## src/rtl/placar_ataque_if.sv

```systemverilog
// Bus bundle for the attack-phase scoreboard: fire button, mode/coordinate switches,
// comparator results in; score counters, shot pulses and end-of-game LEDs out.
interface placar_ataque_if;
  logic       botao;
  logic       ch7, ch6, ch5, ch4, ch3, ch2, ch1, ch0;
  logic       verde;
  logic       vermelho;
  logic [5:0] acertos;
  logic [5:0] tiros_restantes;
  logic       tiro_valido;
  logic       tiro_invalido;
  logic       led_vitoria;
  logic       led_derrota;

  modport slave (
    input  botao, ch7, ch6, ch5, ch4, ch3, ch2, ch1, ch0, verde, vermelho,
    output acertos, tiros_restantes, tiro_valido, tiro_invalido, led_vitoria, led_derrota
  );

  modport master (
    output botao, ch7, ch6, ch5, ch4, ch3, ch2, ch1, ch0, verde, vermelho,
    input  acertos, tiros_restantes, tiro_valido, tiro_invalido, led_vitoria, led_derrota
  );
endinterface

```

## src/rtl/placar_ataque.sv

```systemverilog
// Attack-phase scoreboard: debounces the fire button into one shot per press,
// rejects bad/repeated cells, counts hits and remaining shots, declares win/loss.
module placar_ataque #(
  parameter int DEBOUNCE_CYCLES = 250000,
  parameter int MAX_TIROS       = 20,
  parameter int TOTAL_ALVOS     = 6
) (
  input  logic            clk,
  input  logic            reset,
  placar_ataque_if.slave  bus
);

  localparam int CW = $clog2(DEBOUNCE_CYCLES + 1);

  typedef enum logic [1:0] {OCIOSO, JOGANDO, VITORIA, DERROTA} estado_t;

  estado_t       state_q, state_d;

  logic          sync1_q, sync1_d;
  logic          sync2_q, sync2_d;
  logic [1:0]    fill_q, fill_d;
  logic          armed_q, armed_d;
  logic [CW-1:0] cnt_q, cnt_d;
  logic          disparo_q, disparo_d;

  logic [5:0]    acertos_q, acertos_d;
  logic [5:0]    tiros_q, tiros_d;
  logic [34:0]   disparados_q, disparados_d;
  logic          tiro_valido_q, tiro_valido_d;
  logic          tiro_invalido_q, tiro_invalido_d;

  logic          led_vitoria, led_derrota;

  logic [2:0]    col, lin;
  logic [5:0]    idx;
  logic [63:0]   hist_ext;
  logic          coord_ok, repetido, attack, hit, tiro_ok, tiro_nok;

  // Input path. armed_q stays low until the synchronizer has refilled after reset
  // and shown a real low level, so a press held across reset is never accepted.
  always_comb begin
    sync1_d   = bus.botao;
    sync2_d   = sync1_q;
    fill_d    = {fill_q[0], 1'b1};
    armed_d   = armed_q | (fill_q[1] & ~sync2_q);
    cnt_d     = '0;
    if (sync2_q && armed_q) begin
      cnt_d = (cnt_q == CW'(DEBOUNCE_CYCLES)) ? cnt_q : cnt_q + 1'b1;
    end
    disparo_d = sync2_q & armed_q & (cnt_q == CW'(DEBOUNCE_CYCLES - 1));
  end

  always_comb begin
    col      = {bus.ch5, bus.ch4, bus.ch3};
    lin      = {bus.ch2, bus.ch1, bus.ch0};
    attack   = bus.ch7 & bus.ch6;
    coord_ok = (col <= 3'd4) && (lin <= 3'd6);
    idx      = 6'(lin) * 6'd5 + 6'(col);
    hist_ext = {29'b0, disparados_q};
    repetido = hist_ext[idx];
    case ({bus.verde, bus.vermelho})
      2'b10, 2'b11: hit = 1'b1;
      default:      hit = 1'b0;
    endcase
    tiro_ok  = (state_q == JOGANDO) & attack & disparo_q & coord_ok & ~repetido;
    tiro_nok = (state_q == JOGANDO) & attack & disparo_q & ~(coord_ok & ~repetido);
  end

  always_comb begin
    acertos_d       = acertos_q;
    tiros_d         = tiros_q;
    disparados_d    = disparados_q;
    tiro_valido_d   = tiro_ok;
    tiro_invalido_d = tiro_nok;
    if (tiro_ok) begin
      disparados_d = disparados_q | (35'd1 << idx);
      tiros_d      = tiros_q - 6'd1;
      if (hit) begin
        acertos_d = acertos_q + 6'd1;
      end
    end
  end

  always_ff @(posedge clk or posedge reset) begin
    if (reset) begin
      sync1_q         <= 1'b0;
      sync2_q         <= 1'b0;
      fill_q          <= '0;
      armed_q         <= 1'b0;
      cnt_q           <= '0;
      disparo_q       <= 1'b0;
      acertos_q       <= '0;
      tiros_q         <= 6'(MAX_TIROS);
      disparados_q    <= '0;
      tiro_valido_q   <= 1'b0;
      tiro_invalido_q <= 1'b0;
    end else begin
      sync1_q         <= sync1_d;
      sync2_q         <= sync2_d;
      fill_q          <= fill_d;
      armed_q         <= armed_d;
      cnt_q           <= cnt_d;
      disparo_q       <= disparo_d;
      acertos_q       <= acertos_d;
      tiros_q         <= tiros_d;
      disparados_q    <= disparados_d;
      tiro_valido_q   <= tiro_valido_d;
      tiro_invalido_q <= tiro_invalido_d;
    end
  end

  always_ff @(posedge clk or posedge reset) begin
    if (reset) begin
      state_q <= OCIOSO;
    end else begin
      state_q <= state_d;
    end
  end

  // Victory is tested first so a winning hit on the last shot is not a loss.
  always_comb begin
    state_d = state_q;
    case (state_q)
      OCIOSO: begin
        if (attack) state_d = JOGANDO;
      end
      JOGANDO: begin
        if (!attack) begin
          state_d = OCIOSO;
        end else if (tiro_ok) begin
          if (acertos_d == 6'(TOTAL_ALVOS)) state_d = VITORIA;
          else if (tiros_d == 6'd0)         state_d = DERROTA;
        end
      end
      default: state_d = state_q;
    endcase
  end

  always_comb begin
    led_vitoria = (state_q == VITORIA);
    led_derrota = (state_q == DERROTA);
  end

  assign bus.acertos         = acertos_q;
  assign bus.tiros_restantes = tiros_q;
  assign bus.tiro_valido     = tiro_valido_q;
  assign bus.tiro_invalido   = tiro_invalido_q;
  assign bus.led_vitoria     = led_vitoria;
  assign bus.led_derrota     = led_derrota;

endmodule

```

## src/flat_wrapper.sv

```systemverilog
// flat-port wrapper written by rule: the top's interface ports become plain ports
module placar_ataque_flat 
#(
  parameter int DEBOUNCE_CYCLES = 250000,
  parameter int MAX_TIROS       = 20,
  parameter int TOTAL_ALVOS     = 6
)
  (clk, reset, bus_botao, bus_ch7, bus_ch6, bus_ch5, bus_ch4, bus_ch3, bus_ch2, bus_ch1, bus_ch0, bus_verde, bus_vermelho, bus_acertos, bus_tiros_restantes, bus_tiro_valido, bus_tiro_invalido, bus_led_vitoria, bus_led_derrota);
  placar_ataque_if bus_i ();
  input  logic clk;
  input  logic reset;
  input wire logic [$bits(bus_i.botao)-1:0] bus_botao;
  input wire logic [$bits(bus_i.ch7)-1:0] bus_ch7;
  input wire logic [$bits(bus_i.ch6)-1:0] bus_ch6;
  input wire logic [$bits(bus_i.ch5)-1:0] bus_ch5;
  input wire logic [$bits(bus_i.ch4)-1:0] bus_ch4;
  input wire logic [$bits(bus_i.ch3)-1:0] bus_ch3;
  input wire logic [$bits(bus_i.ch2)-1:0] bus_ch2;
  input wire logic [$bits(bus_i.ch1)-1:0] bus_ch1;
  input wire logic [$bits(bus_i.ch0)-1:0] bus_ch0;
  input wire logic [$bits(bus_i.verde)-1:0] bus_verde;
  input wire logic [$bits(bus_i.vermelho)-1:0] bus_vermelho;
  output wire logic [$bits(bus_i.acertos)-1:0] bus_acertos;
  output wire logic [$bits(bus_i.tiros_restantes)-1:0] bus_tiros_restantes;
  output wire logic [$bits(bus_i.tiro_valido)-1:0] bus_tiro_valido;
  output wire logic [$bits(bus_i.tiro_invalido)-1:0] bus_tiro_invalido;
  output wire logic [$bits(bus_i.led_vitoria)-1:0] bus_led_vitoria;
  output wire logic [$bits(bus_i.led_derrota)-1:0] bus_led_derrota;
  assign bus_i.botao = bus_botao;
  assign bus_i.ch7 = bus_ch7;
  assign bus_i.ch6 = bus_ch6;
  assign bus_i.ch5 = bus_ch5;
  assign bus_i.ch4 = bus_ch4;
  assign bus_i.ch3 = bus_ch3;
  assign bus_i.ch2 = bus_ch2;
  assign bus_i.ch1 = bus_ch1;
  assign bus_i.ch0 = bus_ch0;
  assign bus_i.verde = bus_verde;
  assign bus_i.vermelho = bus_vermelho;
  assign bus_acertos = bus_i.acertos;
  assign bus_tiros_restantes = bus_i.tiros_restantes;
  assign bus_tiro_valido = bus_i.tiro_valido;
  assign bus_tiro_invalido = bus_i.tiro_invalido;
  assign bus_led_vitoria = bus_i.led_vitoria;
  assign bus_led_derrota = bus_i.led_derrota;
  placar_ataque #(.DEBOUNCE_CYCLES(DEBOUNCE_CYCLES), .MAX_TIROS(MAX_TIROS), .TOTAL_ALVOS(TOTAL_ALVOS)) u_core (.clk(clk), .reset(reset), .bus(bus_i));
endmodule
```

## config.mk

```make
export PLATFORM = sky130hd
export DESIGN_NAME = placar_ataque_flat
export DESIGN_NICKNAME = d
export VERILOG_FILES = /design/src/rtl/placar_ataque_if.sv /design/src/rtl/placar_ataque.sv /design/src/flat_wrapper.sv
export SDC_FILE = /design/constraint.sdc
export NUM_CORES = 1
export LEC_CHECK = 0
export ABC_CLOCK_PERIOD_IN_PS = 2200
export CAP_MARGIN = 0
export CORE_MARGIN = 4
export CORE_UTILIZATION = 52
export CTS_CLUSTER_DIAMETER = 200
export DETAILED_ROUTE_END_ITERATION = 8
export PLACE_DENSITY = 0.75
export SLEW_MARGIN = 20
export SYNTH_ARGS = -nofsm -noshare
export SYNTH_HDL_FRONTEND = slang
export SYNTH_SLANG_ARGS = --single-unit
```

## constraint.sdc

```tcl
create_clock -name clk -period 2.2 [get_ports clk]
set_clock_uncertainty 0.1 [all_clocks]
set_input_delay 0.22 -clock clk [delete_from_list [all_inputs] [get_ports clk]]
set_output_delay 0.22 -clock clk [all_outputs]
set_load 0.03 [all_outputs]
```

==> metrics.csv <==
metric;value;unit
portBuffers;27;
synth_top_family_by_area;simple AND/OR/NAND/NOR gates;
via_per_inst;5.549;
drc_errors;0;
worst_slew_pin_slew;886.7;ps
wl_per_cell;16.60;um
powerDensity;661.3;mW/mm^2
ys_types;47;
outcome;complete, but fails checks;
yosys.area_share.simple;15.59;%
ir_drop;0.4426;mV
antenna_found_initial;0;
required;2340;ps
crit_path_start_kind;input pin;
grt.total_usage;20.00;%
ant_nets;0;
tritoncts;yes;
clock_latency;350;ps
start_util;53.86;%
crit_arrival;2760;ps
htreeDepth;3;
critPathMaxStageDelay;460;ps
placed_area;0.004467;sq mm
stdcell_area;0.004947;sq mm
rsz0062_at_grt;yes;
netlist_instances;321;
drt_iter0_markers;196;
cp_max_fo;8;
ys_ff_latch;75;
yosys_most_used_dff;dfrtp_1;
fin_crit_sh;118.9;%
clkSlewWorstSetupHoldPaths;80;ps
design.die.area;0.008529;sq mm
violations;setup timing;
p_leak;0.002527;uW
drive_gt1_share;30.02;%
switchingPower;791.0;uW
area_growth;33.72;%
seq_power_share;42.7;%
crit_chain;buf_8 -> ha_4 -> ha_4 -> fa_2 -> xnor2_4 -> and3_4 -> a31oi_4 -> nand4_2 -> a31oi_4 -> buf_6 -> nand4b_1 -> xnor2_1;
crit_type;input pin to flip-flop;
postLayoutCoreUtil;72.02;%
synth_edf_count;0;
yosysSeqAreaShare;50.79;%
chipHeight;92.35;um
swShare;24.18;%
cts_buffer_depth;2;
synthesis.area;0.003700;sq mm
routabilityCongestion;0.8681;
setup_viol;50;
clockPowerShare;41.1;%
cp_slowest_cell;fa_2;
end_kind;flip-flop;
rows;30;
diodes;0;
relSlewSlack;40.34;%
finalHoldWorstSlack;138.7;ps
yosysTopAreaCell;dfrtp_1;
grt_pass1_vias;2742;
synth_nets;348;
synth_xor_area_share;7.305;%
combinationalPowerShare;16.3;%
synth_compound_area_share;12.17;%
synth_top_cell_area_share;49.37;%
die_x;92.35;um
yosys_warnings;0;
yosys.area_share.adder;4.937;%
core_area;0.006869;sq mm
grt_max_degree;47;
vias;2769;
cts_sinks;75;
maxSlewViolCount;0;
pin_count;29;
hold_viol;0;
hold_buffers;0;
place_hpwl;5.396;mm
nets;425;
syn_area_per_cell;11.53;sq um
grt_first_pass_wirelength;13.39;mm
synth.area.top_cells;dfrtp_1 (49%), a21o_1 (7.9%), xnor2_1 (4.5%);
cap_violations;0;
firstDrtPassIters;4;
layout_min_cycle_time;2615;ps
async_reset_ff_share;100.0;%
wl;8.284;mm
fmax;382.4;MHz
cts_buffers;9;
layout_setup_ws;-414.8;ps
synthMuxAreaShare;6.121;%
hold_path.class;input pin to asynchronous set/reset pin;
clock-root-buffer;clkbuf_8;
grt.overflow.total;0;
p_int;2481;uW
[final cells by class]
class,instances,area (sq um)
multi-input combinational,227,1968
timing repair buffer,76,680.7
fill,459,1922
inverter,9,37.54
sequential,75,1881
tap,96,120.1
clock inverter,4,95.09
clock buffer,12,165.2
[stage by stage]
stage | setup slack, ps | setup TNS (ps) | total power [uW] | cells
global placement | -1122 | -54150 | 1846 | 477
finish | -414.8 | -16770 | 3272 | 499
detailed placement | -1214 | -57700 | 1856 | 477
CTS | -339.2 | -13610 | 3209 | 492
global route | -459.9 | -19180 | 3393 | 499
floorplan | -458.0 | -18880 | 1688 | 321
[final timing paths]
check                                             start                             to  slack [ps]  cells after the start
max in group asynchronous                         reset         u_core.disparados_q[3]        1280                      3
worst max-delay path                            bus_ch2  u_core.bus.tiros_restantes[5]        -410                     12
worst max register to register  u_core.disparados_q[21]  u_core.bus.tiros_restantes[5]        -200                      8
worst min register to register           u_core.sync1_q                 u_core.sync2_q         250                      0
min in group clk                              bus_botao                 u_core.sync1_q         210                      1
worst min-delay path                              reset                u_core.cnt_q[3]         140                      2
[critical path: cells and delay by family]
kind / cells / cell delay (ps)
AOI/OAI and AO/OA: 2 / 520
buffers and inverters: 2 / 300
xor gates and xnor gates: 2 / 350
adders and majority gates: 3 / 920
and+or+nand+nor: 3 / 450
[state kept, by name, summed over array words and instances, names as in the netlist]
name	flops
u_core.bus.tiro_invalido	1
u_core.cnt_q	18
u_core.sync1_q	1
u_core.fill_q	2
u_core.bus.tiros_restantes	6
u_core.disparados_q	35
u_core.armed_q	1
u_core.state_q	2
u_core.sync2_q	1
u_core.bus.acertos	6
u_core.bus.tiro_valido	1
u_core.disparo_q	1
[placed cells by master, fill, tap and decap left out, drive strengths merged, types with 12 or more instances in the layout]
cell type      count
dfrtp             73
buf               53
a21o              39
nor2              31
clkdlybuf4s50     21
nand2             19
xnor2             19
ha                13
clkbuf            12
nand3             12
[logic make-up (layout without fill, tap and decap cells)]
logic type                 count (synthesis)  after routing
buffers and inverters                     19            101
other                                      1              1
DFF                                       75             75
AOI/OAI and AO/OA                         62             62
adders and majority gates                 14             14
muxes                                     11             11
and+or+nand+nor                          109            109
xor gates and xnor gates                  30             30
[power by group through the flow]
| stage | logic, uW | clock network [uW] | registers (uW) |
|---|---|---|---|
| 2_1_floorplan | 268 | 0 | 1420 |
| 3_3_place_gp | 425 | 0 | 1420 |
| 3_5_place_dp | 434 | 0 | 1420 |
| 4_1_cts | 449 | 1360 | 1400 |
| 5_1_grt | 570 | 1430 | 1400 |
| 6_report | 532 | 1340 | 1400 |
[cells in the mapped netlist (all sizes together), types with 6 or more instances]
| library cell | instances |
|---|---|
| a21o | 39 |
| a21oi | 8 |
| and3 | 6 |
| buf | 8 |
| dfrtp | 73 |
| ha | 13 |
| inv | 9 |
| mux4 | 8 |
| nand2 | 19 |
| nand3 | 12 |
| nand4 | 11 |
| nor2 | 31 |
| o21ai | 6 |
| xnor2 | 19 |
| xor2 | 11 |
[timing repair]
| item | 4_1_cts | 5_1_grt |
|---|---|---|
| gates cloned | 0 | 0 |
| setup buffers | 1 | 7 |
| gates resized for setup | 42 | 21 |
| pin swaps | 25 | 17 |
| endpoints found under the setup margin | 54 | 54 |
[layer usage]
| metal | global-route usage [%] | part of all wire [%] | vias to the layer above |
|---|---|---|---|
| li1 | - | - | 1305 |
| met1 | 27.30 | 45 | 1396 |
| met2 | 31.72 | 50 | 54 |
| met3 | 3.412 | 3.4 | 14 |
| met4 | 8.416 | 1.6 | 0 |
| met5 | 0 | 0 | - |
Note: power is estimated with default switching activity, not from simulation.
